**config.mk**
```make
export PLATFORM = sky130hd
export DESIGN_NAME = dvp_rgb565_rx
export DESIGN_NICKNAME = d
export VERILOG_FILES = /design/src/rtl/imgpre_pkg.sv /design/src/rtl/dvp_sync_edge.sv /design/src/rtl/dvp_rgb565_rx.sv
export SDC_FILE = /design/constraint.sdc
export NUM_CORES = 1
export LEC_CHECK = 0
export CAP_MARGIN = 20
export CORE_MARGIN = 10
export CORE_UTILIZATION = 53
export DETAILED_ROUTE_END_ITERATION = 10
export PLACE_DENSITY = 0.86
export SETUP_SLACK_MARGIN = 0.15
export SYNTH_ARGS = -nofsm -noshare
export SYNTH_HDL_FRONTEND = slang
export SYNTH_SLANG_ARGS = --single-unit
```
**constraint.sdc**
```tcl
create_clock -name clk -period 3 [get_ports clk]
set_input_delay 0.6 -clock clk [delete_from_list [all_inputs] [get_ports clk]]
set_output_delay 0.6 -clock clk [all_outputs]
set_load 0.02 [all_outputs]
```
**src/rtl/imgpre_pkg.sv**
```systemverilog
// Shared types and helpers for the image preprocessing front end.
// The RGB565 expansion lives here so a transmitter can reuse the same rule.
package imgpre_pkg;

   localparam int PIX_W   = 8;
   localparam int WIDTH_W = 12;

   typedef enum logic [1:0] {
      ST_SKIP    = 2'd0,
      ST_WAIT_VS = 2'd1,
      ST_ACTIVE  = 2'd2
   } dvp_state_t;

   // Widen each channel by replicating its top bits into the new LSBs.
   function automatic logic [3*PIX_W-1:0] rgb565_to_888(input logic [15:0] pix);
      logic [4:0] r5;
      logic [5:0] g6;
      logic [4:0] b5;
      r5 = pix[15:11];
      g6 = pix[10:5];
      b5 = pix[4:0];
      return {r5, r5[4:2], g6, g6[5:4], b5, b5[4:2]};
   endfunction

endpackage

```
**src/rtl/dvp_sync_edge.sv**
```systemverilog
// Registers the camera frame/line syncs once and flags their edges by
// comparing the registered value with its previous sample.
module dvp_sync_edge (
   input  logic clk,
   input  logic rst_n,
   input  logic cam_vsync,
   input  logic cam_href,
   output logic vs_rise,
   output logic vs_fall,
   output logic href_rise,
   output logic href_fall
);

   logic vs_q, vs_prev, href_q, href_prev;

   always_ff @(posedge clk or negedge rst_n) begin
      if (!rst_n) begin
         vs_q      <= 1'b0;
         vs_prev   <= 1'b0;
         href_q    <= 1'b0;
         href_prev <= 1'b0;
      end else begin
         vs_q      <= cam_vsync;
         vs_prev   <= vs_q;
         href_q    <= cam_href;
         href_prev <= href_q;
      end
   end

   assign vs_rise   =  vs_q   & ~vs_prev;
   assign vs_fall   = ~vs_q   &  vs_prev;
   assign href_rise =  href_q & ~href_prev;
   assign href_fall = ~href_q &  href_prev;

endmodule

```
**src/rtl/dvp_rgb565_rx.sv**
```systemverilog
// DVP RGB565 receiver: frame skipping, byte pairing, 565->888 expansion,
// line-length checking. Handshake: din_valid is a one-cycle strobe, no ready.
module dvp_rgb565_rx
   import imgpre_pkg::*;
#(
   parameter int SKIP_FRAMES = 2
) (
   input  logic         clk,
   input  logic         rst_n,
   input  logic         cam_vsync,
   input  logic         cam_href,
   input  logic         cam_de,
   input  logic [7:0]   cam_data,
   input  logic [11:0]  img_width,
   output logic         din_valid,
   output logic [7:0]   r_data,
   output logic [7:0]   g_data,
   output logic [7:0]   b_data,
   output logic         frame_start,
   output logic         line_last,
   output logic         err_width,
   output logic [1:0]   state_dbg
);

   localparam logic [3:0] SKIP_N    = 4'(SKIP_FRAMES);
   localparam dvp_state_t RST_STATE = (SKIP_FRAMES == 0) ? ST_WAIT_VS : ST_SKIP;

   dvp_state_t          state, state_nxt;
   logic [3:0]          skip_cnt;
   logic                phase, armed;
   logic [7:0]          hi_byte;
   logic [WIDTH_W-1:0]  pix_cnt, width_q;
   logic                vs_rise, vs_fall, href_rise, href_fall;
   logic                byte_stb, eff_phase;
   logic [WIDTH_W-1:0]  eff_cnt, eff_width;
   logic [3*PIX_W-1:0]  rgb;

   dvp_sync_edge u_sync (
      .clk       (clk),
      .rst_n     (rst_n),
      .cam_vsync (cam_vsync),
      .cam_href  (cam_href),
      .vs_rise   (vs_rise),
      .vs_fall   (vs_fall),
      .href_rise (href_rise),
      .href_fall (href_fall)
   );

   always_ff @(posedge clk or negedge rst_n) begin
      if (!rst_n) state <= RST_STATE;
      else        state <= state_nxt;
   end

   always_comb begin
      state_nxt = state;
      case (state)
         ST_SKIP:    if (vs_rise && (skip_cnt + 4'd1 == SKIP_N)) state_nxt = ST_WAIT_VS;
         ST_WAIT_VS: if (vs_fall) state_nxt = ST_ACTIVE;
         ST_ACTIVE:  if (vs_rise) state_nxt = ST_WAIT_VS;
         default:    state_nxt = RST_STATE;
      endcase
   end

   assign state_dbg = state;

   always_ff @(posedge clk or negedge rst_n) begin
      if (!rst_n)                          skip_cnt <= 4'd0;
      else if (state != ST_SKIP)           skip_cnt <= 4'd0;
      else if (vs_rise)                    skip_cnt <= skip_cnt + 4'd1;
   end

   // The registered href rise lags the raw line by a cycle, so a byte landing
   // in that same cycle must already see the cleared phase/count/width.
   assign byte_stb  = (state == ST_ACTIVE) && cam_href && cam_de && !vs_rise;
   assign eff_phase = href_rise ? 1'b0 : phase;
   assign eff_cnt   = href_rise ? '0 : pix_cnt;
   assign eff_width = href_rise ? img_width : width_q;
   assign rgb       = rgb565_to_888({hi_byte, cam_data});

   always_ff @(posedge clk or negedge rst_n) begin
      if (!rst_n) begin
         din_valid   <= 1'b0;
         r_data      <= '0;
         g_data      <= '0;
         b_data      <= '0;
         frame_start <= 1'b0;
         line_last   <= 1'b0;
         err_width   <= 1'b0;
         phase       <= 1'b0;
         armed       <= 1'b0;
         hi_byte     <= '0;
         pix_cnt     <= '0;
         width_q     <= '0;
      end else begin
         din_valid   <= 1'b0;
         frame_start <= 1'b0;
         line_last   <= 1'b0;
         err_width   <= 1'b0;

         if (href_rise) begin
            width_q <= img_width;
            pix_cnt <= '0;
            phase   <= 1'b0;
         end
         if (state != ST_ACTIVE || vs_rise) phase <= 1'b0;
         if (state == ST_WAIT_VS && vs_fall) armed <= 1'b1;

         if (byte_stb) begin
            if (!eff_phase) begin
               hi_byte <= cam_data;
               phase   <= 1'b1;
            end else begin
               phase       <= 1'b0;
               din_valid   <= 1'b1;
               r_data      <= rgb[23:16];
               g_data      <= rgb[15:8];
               b_data      <= rgb[7:0];
               frame_start <= armed;
               armed       <= 1'b0;
               line_last   <= (eff_cnt == eff_width - 12'd1);
               pix_cnt     <= eff_cnt + 12'd1;
            end
         end

         // A vsync rise ending the frame mid-line is not a width error.
         if (href_fall && state == ST_ACTIVE && !vs_rise) begin
            err_width <= (pix_cnt != width_q) || phase;
            phase     <= 1'b0;
         end
      end
   end

endmodule

```
==> key figures <==
Critical path
  – Worst path arrival time: 2.78 ns
  – Critical-path top delay cell: or4b_2
  – WP data required: 3.24 ns
  – RR Startpoint: u_sync.href_q
  – Critical path class: input port to register
  – CP Capture Type: register
  – Reg-to-Reg End: line_last
  – Worst-path cell chain: clkdlybuf4s50_1, or4b_2, o31ai_1, and4b_1, xnor2_1, nand4_1, a2111oi_2
  – R2R depth: 7
  – Flop2flop setup slack: 0.50 ns
  – Slowest Stage Delay on Critical Path: 0.67 ns
  – CP startpoint kind: input port
  – Worst-path maximum fanout: 3

Yosys
  – Mapped Cells: 309
  – Seq cells post-synth: 64
  – Simple-gate share of the synthesized area: 19.83%
  – Largest family of logic cells by synthesized area: simple AND/OR/NAND/NOR gates
  – Post-Synth Adder-Cell Area: 1.519%
  – Synth Area in XOR/XNOR: 8.773%
  – Syn Nets: 338
  – Post-synth EDFFs: 0
  – Mean post-synth cell area: 10.66 um2
  – Synth cell types: 47
  – Complex-gate fraction of the synthesized area: 5.849%
  – Share of the yosys chip area belonging to registers: 48.61%
  – Netlist Area Pre-Place: 3294 um2
  – Yosys warning count: 0
  – Top_reg_cell synth: dfrtp_1
  – Mux contribution to synthesized area: 10.48%
  – Synth async-reset ratio: 100.0%

Placed design
  – Setup WS pre-CTS: 0.1173 ns
  – RD Place Congestion: 0.9108
  – DP Wirelength: 5.400 mm
  – Port bufs: 54
  – Placed insts: 425

Route
  – WL/cell: 16.84 um
  – Post-DR vias/cell: 5.723
  – Drt pass-1 iters: 5
  – Initial DRC count: 148
  – Post-DRT Antenna Nets: 0
  – Residual DRC count: 0
  – Via count: 2524
  – Total Wirelength: 7.425 mm

Global routing
  – Vias in the first global route: 2619
  – Initial antenna violation count: 0
  – First-pass GRT wire length: 12.68 mm
  – Largest net degree at the start of global routing: 25
  – GRT Overall Usage: 15.79%
  – Gr ovfl total: 0

Final layout
  – Commonest cells after routing, fill and taps aside: 64 x dfrtp_1, 53 x clkdlybuf4s50_1, 38 x nand2_1
  – Register area: 1602 um2
  – Fillers: 444
  – Final non-filler cell total: 441
  – Synth-to-Final Area Change: 23.36%
  – Multi-input gate area: 1538 um2
  – Antenna diodes: 0
  – Most common cell after layout, fill and taps aside: dfrtp_1
  – Share of cells above drive strength 1: 17.76%
  – NumNets Final: 390

Clocking
  – Num CTS Buffers: 9
  – Clock buffer depth: 2
  – # Post-CTS Setup Buffers: 0
  – CTS clk-pin slew, worst paths: 0.07 ns
  – Hold-fix buffers, CTS: 0
  – CTS root buffer: clkbuf_8
  – Clock H-tree levels: 3
  – CTS sink cnt: 64
  – TritonCTS clock tree: yes
  – Clock latency on the worst-skew pair: 0.35 ns

Outcome
  – Status: finished clean

Floorplan
  – Rows: 28
  – Core Footprint: 5991 um2
  – Top Ports: 55
  – Die area: 9769 um2
  – Die Width: 98.84 um
  – Chip height: 98.84 um
  – Initial Util: 54.99%

STA
  – Fmax: 0.3938 GHz
  – Hold_ws: 0.1769 ns
  – Final worst path period share: 84.66%
  – Final Max Slew Viols: 0
  – Period minus WS final: 2.540 ns
  – RSZ-0062 raised after global routing: no
  – Final hold violation count: 0
  – Setup Skew: 0.007318 ns
  – Relative slew slack: 59.77%
  – Setup TNS: 0 ns
  – Least-Margin Pin Slew: 0.5983 ns
  – Setup ws final: 0.4603 ns
  – Final setup fails: 0

Worst hold path
  – Worst min path class: input port to asynchronous set/reset pin

Pwr
  – Static leakage power: 0.001774 uW
  – IR drop worst, VDD: 0.4360 mV
  – PwrDens: 552.5 nW/um2

Run
  – Max Cap Viol: 0
[flip-flops by register name (all words and copies together) (netlist names), 2 cells and up]
| register | cells |
|---|---|
| b_data | 5 |
| pix_cnt | 12 |
| width_q | 12 |
| g_data | 6 |
| skip_cnt | 4 |
| hi_byte | 8 |
| r_data | 5 |
| state_dbg | 2 |
[cells by family after synthesis]
kind of cell,Yosys count
multiplexers,31
adder cells (fa/ha/maj),4
flip-flops,64
AND/OR/NAND/NOR,117
AO/OA/AOI/OAI,30
XOR/XNOR,33
buffers and inverters,30
[layer usage]
metal | up-vias | global-route usage (%) | routed length [um]
met3 | 20 | 6.844 | 657
met2 | 93 | 24.20 | 3531
met4 | 0 | 7.387 | 172
met1 | 1239 | 18.62 | 3064
li1 | 1172 | - | -
met5 | - | 0 | 0
[timing repair]
| action | 4_1_cts | 5_1_grt |
|---|---|---|
| endpoints found under the hold margin | 0 | 0 |
| gates resized for setup | 0 | 1 |
| endpoints found under the setup margin | 0 | 1 |
[synthesized netlist by cell type, types with 2 or more instances]
library cell | number | area share, %
a21oi_1 | 4 | 0.61
and2_1 | 2 | 0.38
and3_1 | 3 | 0.57
and4b_1 | 2 | 0.61
buf_1 | 2 | 0.23
buf_2 | 4 | 0.61
buf_4 | 8 | 1.8
buf_6 | 2 | 0.68
clkbuf_1 | 4 | 0.46
dfrtp_1 | 64 | 49
ha_1 | 4 | 1.5
inv_1 | 10 | 1.1
mux2_2 | 28 | 9.6
mux2i_1 | 3 | 0.91
nand2_1 | 38 | 4.3
nand2b_1 | 2 | 0.38
nand3_1 | 7 | 1.1
nand3b_1 | 5 | 1.1
nand4_1 | 8 | 1.5
nor2_1 | 14 | 1.6
nor2b_1 | 6 | 1.1
nor3_1 | 12 | 1.8
nor3_2 | 2 | 0.61
nor4_1 | 2 | 0.38
o21ai_0 | 12 | 1.8
o22ai_1 | 2 | 0.38
o31ai_1 | 6 | 1.4
or4b_1 | 2 | 0.61
or4b_2 | 2 | 0.61
xnor2_1 | 21 | 5.6
xor2_1 | 12 | 3.2
[report_power, final]
group | leakage, uW | internal, uW | switching (uW)
clock network | 0.0000989 | 409 | 350
registers | 0.000844 | 969 | 104
logic | 0.000831 | 217 | 197
[per-stage QoR]
step	power (uW)	utilization (%)	instance area (um2)
finish	2245	67.84	4064
global route	2370	67.84	4064
CTS	2265	67.75	4059
detailed placement	1500	64.33	3854
global placement	1477	64.33	3854
floorplan	1344	-	3294
[how the worst max path moves through the flow]
stage	depth (start not counted)	slack, ns	startpoint	endpoint
detailed placement	7	0.12	img_width[5]	line_last
floorplan	12	0.26	u_sync.href_prev	pix_cnt[10]
global route	7	0.28	u_sync.href_q	line_last
finish	7	0.46	img_width[5]	line_last
global placement	7	0.20	img_width[5]	line_last
CTS	7	0.31	u_sync.href_q	line_last
[critical path: cells and delay by family]
family,cells,cell delay [ns]
xor+xnor,1,0.14
simple gates,3,1.13
buf+inv,1,0.44
compound gates,2,0.47
[area by class of cell]
class	count	area share, %
clock buffers	10	3.387
clock inverters	6	1.663
well taps	75	2.309
repair buffers	61	14.47
inverters	10	0.9236
multi-input cells	215	37.84
flip-flops and latches	64	39.41
Power figures use the tool's default switching activity.
